## src/rtl/muldiv_wakeup_ctrl_pkg.sv

```systemverilog
// Shared definitions for the mul/div issue port: controller state encoding and default latencies.
package muldiv_wakeup_ctrl_pkg;

    typedef enum logic {
        IDLE = 1'b0,
        RUN  = 1'b1
    } state_t;

    localparam int CNT_W         = 6;
    localparam int DEF_MUL_LAT   = 4;
    localparam int DEF_DIV_LAT   = 32;
    localparam int DEF_WAKE_LEAD = 2;

endpackage

```

## src/rtl/lat_down_counter.sv

```systemverilog
// Loadable down-counter that parks at zero; clear and reset both force it to zero.
module lat_down_counter
    import muldiv_wakeup_ctrl_pkg::*;
(
    input  logic             clk,
    input  logic             rst,
    input  logic             clr,
    input  logic             load,
    input  logic [CNT_W-1:0] load_val,
    output logic [CNT_W-1:0] count,
    output logic             zero
);

    always_ff @(posedge clk) begin
        if (rst || clr) begin
            count <= '0;
        end else if (load) begin
            count <= load_val;
        end else if (!zero) begin
            count <= count - 1'b1;
        end
    end

    assign zero = (count == '0);

endmodule

```

## src/rtl/muldiv_wakeup_ctrl.sv

```systemverilog
// Mul/div issue controller: tracks one in-flight op, broadcasts an early wakeup tag and a completion pulse.
module muldiv_wakeup_ctrl
    import muldiv_wakeup_ctrl_pkg::*;
#(
    parameter int PRF_WIDTH = 6,
    parameter int MUL_LAT   = DEF_MUL_LAT,
    parameter int DIV_LAT   = DEF_DIV_LAT,
    parameter int WAKE_LEAD = DEF_WAKE_LEAD
) (
    input  logic                 clk,
    input  logic                 rst,
    input  logic                 issue_vld,
    output logic                 issue_rdy,
    input  logic [PRF_WIDTH-1:0] issue_prd,
    input  logic                 issue_prd_v,
    input  logic                 issue_is_div,
    input  logic                 flush,
    output logic                 wk_vld,
    output logic [PRF_WIDTH-1:0] wk_tag,
    output logic                 done_vld,
    output logic [PRF_WIDTH-1:0] done_prd,
    output logic                 busy
);

    // Counter holds L-1 in the first RUN cycle, so it reads 0 exactly L cycles after accept.
    localparam logic [CNT_W-1:0] MUL_LOAD = CNT_W'(MUL_LAT - 1);
    localparam logic [CNT_W-1:0] DIV_LOAD = CNT_W'(DIV_LAT - 1);
    localparam logic [CNT_W-1:0] WK_CNT   = CNT_W'(WAKE_LEAD);

    state_t               state;
    logic [PRF_WIDTH-1:0] prd_q;
    logic                 prd_v_q;
    logic [CNT_W-1:0]     count;
    logic                 cnt_zero;
    logic                 complete;
    logic                 accept;

    lat_down_counter u_cnt (
        .clk      (clk),
        .rst      (rst),
        .clr      (flush),
        .load     (accept),
        .load_val (issue_is_div ? DIV_LOAD : MUL_LOAD),
        .count    (count),
        .zero     (cnt_zero)
    );

    assign complete  = (state == RUN) && cnt_zero;
    assign issue_rdy = ((state == IDLE) || complete) && !flush;
    assign accept    = issue_vld && issue_rdy;

    always_ff @(posedge clk) begin
        if (rst) begin
            state   <= IDLE;
            prd_q   <= '0;
            prd_v_q <= 1'b0;
        end else if (flush) begin
            state <= IDLE;
        end else if (accept) begin
            state   <= RUN;
            prd_q   <= issue_prd;
            prd_v_q <= issue_prd_v;
        end else if (complete) begin
            state <= IDLE;
        end
    end

    // Flush must silence both broadcasts in the very cycle it is raised, hence the gating here.
    assign wk_vld   = (state == RUN) && prd_v_q && (count == WK_CNT) && !flush;
    assign wk_tag   = wk_vld ? prd_q : '0;
    assign done_vld = complete && !flush;
    assign done_prd = (done_vld && prd_v_q) ? prd_q : '0;
    assign busy     = (state == RUN);

endmodule

```

## config.mk

```make
export PLATFORM = sky130hd
export DESIGN_NAME = muldiv_wakeup_ctrl
export DESIGN_NICKNAME = d
export VERILOG_FILES = /design/src/rtl/muldiv_wakeup_ctrl_pkg.sv /design/src/rtl/lat_down_counter.sv /design/src/rtl/muldiv_wakeup_ctrl.sv
export SDC_FILE = /design/constraint.sdc
export NUM_CORES = 1
export LEC_CHECK = 0
export ABC_AREA = 1
export BUFFER_PORTS_ARGS = -buffer_cell sky130_fd_sc_hd__buf_2
export CORE_MARGIN = 2
export CORE_UTILIZATION = 48
export CTS_BUF_LIST = sky130_fd_sc_hd__clkbuf_16
export DETAILED_ROUTE_END_ITERATION = 10
export PLACE_DENSITY = 0.82
export SKIP_CTS_REPAIR_TIMING = 1
export SLEW_MARGIN = 10
export SYNTH_ARGS = -nofsm -noshare
export SYNTH_HDL_FRONTEND = slang
export SYNTH_SLANG_ARGS = --single-unit
```

## constraint.sdc

```tcl
create_clock -name clk -period 1.7 [get_ports clk]
set_clock_uncertainty 0.05 [all_clocks]
set_input_delay 0.085 -clock clk [delete_from_list [all_inputs] [get_ports clk]]
set_output_delay 0.085 -clock clk [all_outputs]
set_load 0.02 [all_outputs]
```

* Yosys cells after proc, flatten, opt, wreduce, memory -nomap -nowiden
Index checks and enable logic that the tools add are counted.
** Storage, ports and cells
- Memories kept :: 0
- Latch bits :: 0
- Bits in registers :: 14
- Bits in read-only memories :: 0
- Logic and storage cells :: 31
- Memory bits (writable) :: 0
- Bits of input ports :: 12
- Output and inout bits :: 16
** Operators by class
- Mux-type cells :: 7
- Shift-type cells :: 0
- Multiply operators :: 0
- Reductions and logical operators :: 15
- Bitwise logic cells :: 2
- Magnitude comparators :: 0
- Divide/modulo/power cells :: 0
- Add/subtract/negate cells :: 1
- Equality and inequality tests :: 2
** Operator list (count)
- 6-bit two-way mux :: 4
- 1-bit logical AND :: 8
- 6-bit by 2-bit == test with 1-bit output (second input constant) :: 1
- 6-bit zero test :: 1
- 6-bit by 1-bit subtractor with 6-bit output (second input constant) :: 1
- 5-bit two-way mux :: 1
- 1-bit logical OR :: 2
- 1-bit two-way mux :: 2
- 2-bit by 1-bit != test with 1-bit output (second input constant) :: 1
- 1-bit inverter :: 2
- 2-bit AND reduction :: 1
- 2-bit nonzero test :: 1
- 2-bit OR reduction :: 1
- 1-bit zero test :: 1

* Depth between registers and ports, before layout
Gate-level depths: netlist (run 1).
- Depth after elaboration :: 6
- Depth in mapped cells :: 9

* Cells and area by module
Synthesis (run 1) repeated with hierarchy kept, for this count alone.
** Second synthesis, totals
- Cell total of the unflattened synthesis :: 152
- Area total of the unflattened synthesis :: 959.7 µm²
** Modules (own cells, without submodules)
- muldiv_wakeup_ctrl :: sequential area each 160.2 µm², cells each 94, instances 1, area an instance 588.1 µm²
- lat_down_counter :: sequential area each 120.1 µm², cells each 58, instances 1, area an instance 371.6 µm²

* Least setup slack after synthesis (run 1)
OpenSTA, ideal clock, no wires.
- Path type :: register to output
- Start :: register state, in the netlist busy
- End :: output port wk_tag[0]
- Data arrival time :: 1.533 ns
- Stages on the path, launching flop included :: 5
- Path buffers :: 0
- Required time :: 1.565 ns
- Path slack :: 0.032 ns
- Cell sequence :: dfxtp_1 > nand3_1 > nor2_1 > inv_1 > nor2_1
** On the way
- Word-level cells in the longest chain between the ends :: 4
** RTL lines
- start, declared :: line muldiv_wakeup_ctrl.sv:30 : state_t state;
- start signal, assigned :: line muldiv_wakeup_ctrl.sv:54 : state <= IDLE;
- start signal, assigned :: line muldiv_wakeup_ctrl.sv:58 : state <= IDLE;
- start signal, assigned :: line muldiv_wakeup_ctrl.sv:60 : state <= RUN;
- 1-bit logical AND (3 in a row) :: line muldiv_wakeup_ctrl.sv:69 : assign wk_vld = (state == RUN) && prd_v_q && (count == WK_CNT) && !flush;
- via wk_vld :: line muldiv_wakeup_ctrl.sv:18 : output logic wk_vld,
- 6-bit two-way mux :: line muldiv_wakeup_ctrl.sv:70 : assign wk_tag = wk_vld ? prd_q : '0;
- end, declared :: line muldiv_wakeup_ctrl.sv:19 : output logic [PRF_WIDTH-1:0] wk_tag,
The timed path passes the listed nets, and every way through them passes these cells.

* Worst setup path after layout (run 1)
- Start :: register u_cnt.count[0]
- End :: output port done_prd[3]
** On the way
- Word-level cells in the longest chain between the ends :: 5
** RTL lines
- start, declared :: line lat_down_counter.sv:10 : output logic [CNT_W-1:0] count,
- start signal, assigned :: line lat_down_counter.sv:18 : count <= load_val;
- start signal, assigned :: line lat_down_counter.sv:20 : count <= count - 1'b1;
- 6-bit zero test :: line lat_down_counter.sv:24 : assign zero = (count == '0);
- 1-bit logical AND :: line muldiv_wakeup_ctrl.sv:48 : assign complete = (state == RUN) && cnt_zero;
- 1-bit logical AND :: line muldiv_wakeup_ctrl.sv:71 : assign done_vld = complete && !flush;
- 1-bit logical AND :: line muldiv_wakeup_ctrl.sv:72 : assign done_prd = (done_vld && prd_v_q) ? prd_q : '0;
- 6-bit two-way mux :: line muldiv_wakeup_ctrl.sv:72
- end, declared :: line muldiv_wakeup_ctrl.sv:21 : output logic [PRF_WIDTH-1:0] done_prd,
Every way passes these cells.

==> metrics, run 1 <==
Least-Margin Pin Slew 282 ps; H-tree levels 1; CTS max path bufs 2; Synth cell types 22; FP Rows 14; fmax 597 MHz; WL final 1960 um; R2R Setup Slk 220 ps; Worst EP required 1560 ps; Seq/Total Area, Yosys 34.1%; Final Total Pwr 1190 uW; share of post-route cells with drive strength above 1 36.6%; Post-Place Cell Area 945 um2; Hold Vio Cnt, Final 0; largest family of logic cells by synthesized area simple AND/OR/NAND/NOR gates; TNS Setup 0 ps; Post-Syn Area 821 um2; Sw Share 30.7%; Detail Route Antenna Nets 0; core area 1560 um2; number of CTS-inserted buffers 3; WS Path Type register to output port; crit path max fanout 7; Slew Limit Headroom 81.2%; Final Slew Violations 0; final core area utilization 69.9%; DRC marker count from the first detailed-route iteration 20; layout net count 159; sequential power share 32.0%; Area Growth Syn to Fin 32.8%; YS warnings 0; status finished, final reports clean; die area 2060 um2; gpl congestion 0.801; Synth Area in Adders 4.57%; Die X-Extent 45.4 um; Cells after Synth 111; highest metal used met4; chip height 45.4 um; footprint of the multi-input gates 473 um2; Power Density 1090 nW/um2; IR drop worst, VDD 918 uV; Worst setup EP type output port; Post-Synth XOR/XNOR Area 5.34%; total track usage 20.1%; mux share of post-synthesis cell area 0%; Clock power frac 37.2%; leak pwr 0.000508 uW; met2 wire length 949 um; clock root buffer clkbuf_16; Setup violations, final 0; MaxCap Viol Count 0; fin crit share 98.5%; metal3 WL 98 um; Hold Path Class primary input to register; Buffers on Ports 27; DR DRC count 0; antenna violations before repair 0; Combinational Power Share 30.9%; total congestion overflow 0; CTS tree done; HPWL after DPL 1260 um; Design Area, Final 1090 um2; DR vias 801; Starting Density 52.6%; syn_area_per_cell 7.39 um2; min Tclk post-route 1670 ps; largest net degree at the start of global routing 16; First-pass DRT Iterations 4; WL met1 895 um; clk_lat worst skew 240 ps; syn nets 126; CP Launch Type register; Setup WS post-layout 25.4 ps; Worst-path clk slew 50 ps; internal power 823 uW; pre-CTS setup slack 107 ps; first-pass GRT wire length 2930 um; DR WL/cell 12.4 um; n_diodes 0; Post-Synth Simple-Gate Area 34.1%; clk sink count 14; Ports 28; Yosys reg bits 14; Vias per Instance 5.07; number of fill cells 121; switching power 365 uW; flip-flop and latch area 280 um2; post-synthesis compound-gate area fraction 11.1%; number of global-route vias before repair 706; worst endpoint data arrival time 1540 ps
[cell families after synthesis]
family	count (synthesis)
simple gates	57
compound gates	13
xor+xnor	5
buf+inv	19
fa+ha+maj	3
flops	14
[Yosys cell counts]
| cell | instances | share of area (%) |
|---|---|---|
| inv_1 | 15 | 6.9 |
| a21oi_4 | 1 | 2.0 |
| nand4_1 | 2 | 1.5 |
| clkbuf_1 | 1 | 0.46 |
| o21ai_0 | 1 | 0.61 |
| nor2_2 | 1 | 0.76 |
| xor2_1 | 5 | 5.3 |
| nor2_4 | 1 | 1.4 |
| or2_0 | 1 | 0.76 |
| buf_4 | 1 | 0.91 |
| a21oi_2 | 4 | 4.3 |
| nor2_1 | 19 | 8.7 |
| nand3_1 | 9 | 5.5 |
| nand2_4 | 1 | 1.4 |
| buf_8 | 1 | 1.8 |
| a21oi_1 | 7 | 4.3 |
| nand2_1 | 20 | 9.1 |
| dfxtp_1 | 14 | 34 |
| nand2_2 | 1 | 0.76 |
| nand3_4 | 2 | 4.3 |
| ha_1 | 3 | 4.6 |
| buf_2 | 1 | 0.61 |
[worst max-delay path, cell delays in order (launching register included)]
cell and delay (ps):
dfxtp_1 300, inv_2 120, ha_4 160, nand3_4 130
or2_4 320, nor2_1 110, buf_4 150
[state kept, by name, indices dropped and copies added, names as in the netlist]
name         flops
u_cnt.count      6
prd_v_q          1
prd_q            6
busy             1
[layer usage]
| metal | GRT usage [%] | up-vias |
|---|---|---|
| met5 | 0 | - |
| met4 | 8.24 | 0 |
| met3 | 7.60 | 2 |
| met2 | 30.3 | 30 |
| met1 | 25.9 | 362 |
| li1 | - | 407 |
[cells in the final DEF, fill, tap and decap left out]
master / synthesis / final
buf_2: 1 / 22
inv_1: 15 / 13
a21oi_1: 7 / 7
clkbuf_16: 0 / 3
nand2_1: 20 / 20
o21ai_0: 1 / 1
nor2_4: 1 / 1
nand2_2: 1 / 1
nor2_2: 1 / 3
a21oi_4: 1 / 1
buf_4: 1 / 10
ha_1: 3 / 2
nand4_1: 2 / 2
ha_4: 0 / 1
dfxtp_1: 14 / 14
nor2_1: 19 / 17
nand2_4: 1 / 1
nand3_1: 9 / 9
xor2_1: 5 / 5
or2_4: 0 / 1
a21oi_2: 4 / 4
nand3_4: 2 / 2
inv_2: 0 / 2
[power groups by stage]
| stage | logic, uW | registers (uW) | clock network (uW) |
|---|---|---|---|
| after detailed placement | 296 | 383 | 0 |
| after CTS | 301 | 378 | 445 |
| after floorplan | 249 | 381 | 0 |
| after global routing | 410 | 383 | 456 |
| after global placement | 290 | 382 | 0 |
| final | 367 | 379 | 441 |
[worst paths after layout]
path | startpoint | to | cells past startpoint
max | u_cnt.count[0] | done_prd[3] | 6
min | issue_prd[5] | prd_q[5] | 3
max reg2reg | u_cnt.count[0] | u_cnt.count[2] | 9
min reg2reg | prd_q[0] | prd_q[0] | 2
[through the flow]
stage          hold WS, ps  cells
5_1_grt               72.2    158
6_report              52.8    158
3_5_place_dp           309    150
2_1_floorplan          160    111
3_3_place_gp           301    150
4_1_cts               54.0    153
[final cells by class]
cell class	instances	share of cell area (%)
Clock buffer	3	6.89
Inverter	15	5.17
Multi-Input combinational cell	78	43.4
Sequential cell	14	25.7
Tap cell	16	1.84
Timing Repair Buffer	32	17.0
No activity file was read; power rests on OpenSTA's default activity.
==> run 2, diff against run 1 <==
--- a/config.mk
+++ b/config.mk
@@ -9,8 +9,8 @@
 export BUFFER_PORTS_ARGS = -buffer_cell sky130_fd_sc_hd__buf_2
 export CORE_MARGIN = 2
-export CORE_UTILIZATION = 48
+export CORE_UTILIZATION = 25
 export CTS_BUF_LIST = sky130_fd_sc_hd__clkbuf_16
 export DETAILED_ROUTE_END_ITERATION = 10
-export PLACE_DENSITY = 0.82
+export PLACE_DENSITY = 0.51
 export SKIP_CTS_REPAIR_TIMING = 1
 export SLEW_MARGIN = 10
--- a/constraint.sdc
+++ b/constraint.sdc
@@ -3,3 +3,3 @@
 set_input_delay 0.085 -clock clk [delete_from_list [all_inputs] [get_ports clk]]
 set_output_delay 0.085 -clock clk [all_outputs]
-set_load 0.02 [all_outputs]
+set_load 0.01 [all_outputs]
==> run 2 against run 1 <==
Effect of this change: combinational power down 8.7%; flip-flop and latch count is the same; sequential power hardly changed; design area decreased by 0.23%.
==> metrics, run 2 (synthesized netlist as in run 1, its figures left out) <==
status finished, final reports clean; clk sink count 14 (unchanged); Worst-path clk slew 50 ps (about the same); number of fill cells 337 (+180%); Worst setup EP type output port; R2R cell count 8 (-1); placed cells 178 (+19%); Final Total Pwr 1150 uW (-3.0%); min Tclk post-route 1620 ps (-58.7 ps); number of global-route vias before repair 667 (-5.5%); Hold Path Class primary input to register; Die X-Extent 61.3 um (+35%); CTS max path bufs 2 (unchanged); Worst EP required 1560 ps (about the same); First-pass DRT Iterations 4 (unchanged); WL final 1860 um (-5.3%); chip height 61.3 um (+35%); RSZ-0062 raised after global routing no; most frequent cells in the layout 27 x buf_2, 20 x nand2_1, 18 x nor2_1; Final Slew Violations 0 (unchanged); DR DRC count 0 (unchanged); H-tree levels 1 (unchanged); Final Instance Count excl. Fillers 184 (+16%); Crit-path slowest cell or2_4; Hold Vio Cnt, Final 0 (unchanged); Area Growth Syn to Fin 32.5%; MaxCap Viol Count 0 (unchanged); switching power 343 uW (-5.8%); IR drop worst, VDD 545 uV (-41%); Sw Share 29.8% (-0.87 points); CP max stage delay 310 ps (about the same); Clock power frac 37.7% (+0.5 points); clock root buffer clkbuf_16; Vias per Instance 4.18 (-18%); clk_lat worst skew 240 ps (about the same); Largest regs prd_q: 6 flops, u_cnt.count: 6 flops; Least-Margin Pin Slew 235 ps (-47.1 ps); Post-Place Cell Area 980 um2 (+3.7%); n_diodes 0 (unchanged); worst endpoint data arrival time 1480 ps (-60 ps); CP Launch Type register; most common cell after layout, fill and taps aside buf_2; Combinational Power Share 29.1% (-1.8 points); layout net count 157 (-1.3%); number of CTS-inserted buffers 3 (unchanged); die area 3760 um2 (+83%); Detail Route Antenna Nets 0 (unchanged); Starting Density 26.7% (-26 points); fmax 619 MHz (+3.6%); sequential power share 33.1% (+1.1 points); share of post-route cells with drive strength above 1 36.4% (-0.19 points); total congestion overflow 0 (unchanged); Ports 28 (unchanged); Buffers on Ports 27 (unchanged); largest net degree at the start of global routing 16 (unchanged); leak pwr 0.000498 uW (-1.8%); HPWL after DPL 1480 um (+17%); first-pass GRT wire length 2960 um (+1.2%); critical-path cell list inv_2 -> ha_2 -> nand3_4 -> or2_4 -> nor2_1 -> buf_2; DR WL/cell 10.1 um (-19%); Power Density 1060 nW/um2 (-2.8%); Hold Path Cell Cnt 3 (unchanged); Slew Limit Headroom 84.3% (+3.1 points); Setup violations, final 0 (unchanged); fin crit share 95.0% (-3.5 points); CTS tree done; core area 3080 um2 (+97%); FP Rows 20 (+6); DR vias 769 (-4.0%); gpl congestion 0.797 (-0.50%); internal power 808 uW (-1.8%); WS Path Type register to output port; Design Area, Final 1090 um2 (-0.23%); final core area utilization 35.3% (-35 points); DRC marker count from the first detailed-route iteration 19 (-5.0%); crit path max fanout 6 (-1); antenna violations before repair 0 (unchanged); total track usage 10.5% (-9.7 points)
==> run 2: changes by cell type in the layout (fill, tap and decap cells not counted), sizes merged <==
cell  before  now
buf       32   30
==> run 2: worst paths after layout <==
path | startpoint | endpoint | slack [ps]
worst max-delay path | u_cnt.count[0] | done_prd[4] | 80
worst min-delay path | issue_prd[1] | prd_q[1] | 60
worst max register to register | u_cnt.count[0] | u_cnt.count[4] | 260
worst min register to register | prd_q[0] | prd_q[0] | 420
==> run 2: routing by layer <==
metal / wire, um / vias up / global-route usage, %
met3: 60 / 2 / 2.10
li1: - / 405 / -
met4: 19 / 0 / 3.73
met2: 894 / 13 / 15.3
met1: 881 / 349 / 15.1
met5: 0 / - / 0
==> run 2: area by class of cell <==
type	instances	area, um2	share of cell area, %
clock buffer	3	75.1	6.90
inverter	15	56.3	5.18
multi-input combinational	78	460	42.3
sequential	14	283	26.0
tap	44	55.1	5.06
timing repair buffer	30	158	14.5
==> run 2: critical path, delay by kind of cell (launching register included) <==
kind / cells / cell delay, ps
DFF: 1 / 300
buffers and inverters: 2 / 210
and+or+nand+nor: 3 / 530
adders and majority gates: 1 / 200
==> run 2: power groups by stage <==
stage / clock (uW) / sequential [uW] / combinational (uW)
global placement: 0 / 385 / 295
detailed placement: 0 / 385 / 299
finish: 434 / 381 / 335
floorplan: 0 / 380 / 247
CTS: 442 / 379 / 301
global route: 460 / 384 / 379
==> run 2: per-stage QoR <==
| step | setup WS, ps | setup TNS [ps] | hold slack (ps) |
|---|---|---|---|
| finish | 84.2 | 0 | 59.0 |
| global route | 12.6 | 0 | 76.6 |
| CTS | -133 | -767 | 61.1 |
| detailed placement | 124 | 0 | 312 |
| global placement | 163 | 0 | 304 |
| floorplan | 288 | 0 | 152 |
==> run 3, diff against run 2 <==
- PLACE_DENSITY: 0.51 -> 0.49
- SYNTH_HIERARCHICAL: unset -> 1
==> run 3 against run 2 <==
Effect of this change: design area grew 21%; synthesized cell count grew 37%; hold slack gained 9.7 ps; critical path depth grew 3; largest cell class unchanged; area after synthesis grew 17%; highest routed layer unchanged.
==> metrics, run 3 <==
first-pass GRT wire length 3970 um (+34%); fin crit share 93.9% (-1.2 points); Post-Place Cell Area 1200 um2 (+22%); mux share of post-synthesis cell area 0% (unchanged); YS warnings 6 (+6); number of fill cells 415 (+23%); Power Density 873 nW/um2 (-18%); Die X-Extent 66.0 um (+7.6%); Yosys reg bits 14 (unchanged); IR drop worst, VDD 329 uV (-40%); Crit-path slowest cell dfxtp_1; Synth area leader dfxtp_1; most numerous cell in the Yosys netlist nand2_1; Synth cell types 23 (+4.5%); Post-Synth Simple-Gate Area 47.7% (+14 points); largest net degree at the start of global routing 10 (-6); status finished, final reports clean; n_diodes 0 (unchanged); chip height 66.0 um (+7.6%); Hold Path Class primary input to register; Worst setup EP type output port; total congestion overflow 0 (unchanged); DR WL/cell 9.75 um (-3.4%); largest family of logic cells by synthesized area simple AND/OR/NAND/NOR gates; H-tree levels 1 (unchanged); Post-Syn Area 960 um2 (+17%); CTS tree done; number of CTS-inserted buffers 3 (unchanged); layout net count 205 (+31%); Worst EP required 1560 ps (about the same); CP delay by family, top simple AND/OR/NAND/NOR gates; most common cell after layout, fill and taps aside nand2_1; die area 4350 um2 (+16%); Buffers on Ports 27 (unchanged); number of global-route vias before repair 867 (+30%); synth top area cells dfxtp_1 29%, nand2_1 13%, inv_1 13%; Starting Density 26.0% (-0.65 points); number of flops mapped to enable cells by yosys 0 (unchanged); MaxCap Viol Count 0 (unchanged); HPWL after DPL 1800 um (+22%); most frequent cells in the layout 33 x nand2_1, 29 x inv_1, 27 x buf_2; clock root buffer clkbuf_16; min Tclk post-route 1600 ps (-19.7 ps); Area Growth Syn to Fin 37.4%; Setup violations, final 0 (unchanged); First-pass DRT Iterations 4 (unchanged); clk sink count 14 (unchanged); share of post-route cells with drive strength above 1 32.8% (-3.6 points); Ports 28 (unchanged); fmax 627 MHz (+1.2%); crit path max fanout 6 (unchanged); Detail Route Antenna Nets 0 (unchanged); Final Slew Violations 0 (unchanged); antenna violations before repair 0 (unchanged); total track usage 11.9% (+1.5 points); Post-Synth XOR/XNOR Area 0.913% (-4.4 points); CP Launch Type register; post-synthesis compound-gate area fraction 4.69% (-6.4 points); footprint of the multi-input gates 578 um2 (+26%); clk_lat worst skew 240 ps (about the same); DR vias 942 (+22%); critical-path cell list inv_2 -> ha_4 -> nand3_2 -> inv_2 -> nand2_2 -> nor2_4 -> nand2_4 -> nor2_2 -> buf_2; Synth Area in Adders 2.61% (-2.0 points); top-area cell type share of the netlist area 29.2% (-4.9 points); Design Area, Final 1320 um2 (+21%); leak pwr 0.000742 uW (+49%); CP max stage delay 320 ps (about the same); WS Path Type register to output port; main flop type after synthesis dfxtp_1; fraction of registers with async set/reset 0% (unchanged); crit path buf inv count 3 (+1); WL final 2310 um (+24%); Vias per Instance 3.97 (-4.9%); DRC marker count from the first detailed-route iteration 21 (+2); CP dominant cell by count inv_2; worst endpoint data arrival time 1460 ps (-20 ps); Cells after Synth 152 (+37%); FP Rows 22 (+10%); flip-flop and latch area 282 um2 (-0.44%); Hold Vio Cnt, Final 0 (unchanged); syn_area_per_cell 6.31 um2 (-15%); Seq/Total Area, Yosys 29.2% (-4.9 points); hold slack 68.8 ps (+9.75 ps); gpl congestion 0.849 (+6.5%); Worst-path clk slew 50 ps (about the same); Largest regs prd_q: 6 flops, u_cnt/count: 6 flops; commonest cells in the netlist 34 x nand2_1, 33 x inv_1, 28 x nor2_1, 14 x dfxtp_1, 7 x nand4_1; DR DRC count 0 (unchanged); core area 3690 um2 (+20%); CTS max path bufs 2 (unchanged)
run 3: final timing paths:
kind | to | cells after the start | slack, ps | from
setup / recovery | done_prd[3] | 9 | 100 | u_cnt/count[0]
hold / removal | u_cnt/count[3] | 3 | 70 | issue_is_div
setup reg to reg | u_cnt/count[4] | 12 | 150 | u_cnt/count[0]
hold reg to reg | u_cnt/count[1] | 2 | 450 | u_cnt/count[1]
run 3: layer usage:
metal,global-route usage (%),vias up,share of wire [%]
met5,0,-,0
met1,17.1,393,53
li1,-,528,-
met3,2.56,2,3.7
met4,4.59,0,1.4
met2,17.3,19,42
run 3: report_power, final:
part	internal [uW]	switching (uW)
clock	308	135
sequential	358	20.0
combinational	126	204
run 3: cell families (layout without fill, tap and decap cells):
family | after synthesis | after routing
and+or+nand+nor | 89 | 89
DFF | 14 | 14
other | 2 | 3
adders and majority gates | 2 | 2
AOI/OAI and AO/OA | 9 | 9
buffers and inverters | 35 | 71
xor gates and xnor gates | 1 | 1
run 3: tightest hold or removal path, stage by stage:
cell     delay, ps
buf_2          110
nand2_1         60
a21oi_1         50
run 3: per-stage QoR:
step | utilization [%] | TNS (ps) | setup slack, ps | power, uW | instances
2_1_floorplan | - | 0 | 10.3 | 601 | 153
3_3_place_gp | 32.5 | 0 | 130 | 700 | 233
3_5_place_dp | 32.5 | 0 | 95.5 | 697 | 233
4_1_cts | 34.5 | 0 | 29.6 | 1140 | 236
5_1_grt | 35.8 | -3.82 | -3.82 | 1240 | 237
6_report | 35.8 | 0 | 104 | 1150 | 237
run 3: area by class of cell:
| type | instances | area share, % |
|---|---|---|
| Multi-Input combinational cell | 104 | 43.8 |
| Sequential cell | 14 | 21.3 |
| Timing Repair Buffer | 34 | 14.5 |
| Inverter | 34 | 10.1 |
| Clock buffer | 3 | 5.69 |
| Tap cell | 48 | 4.55 |
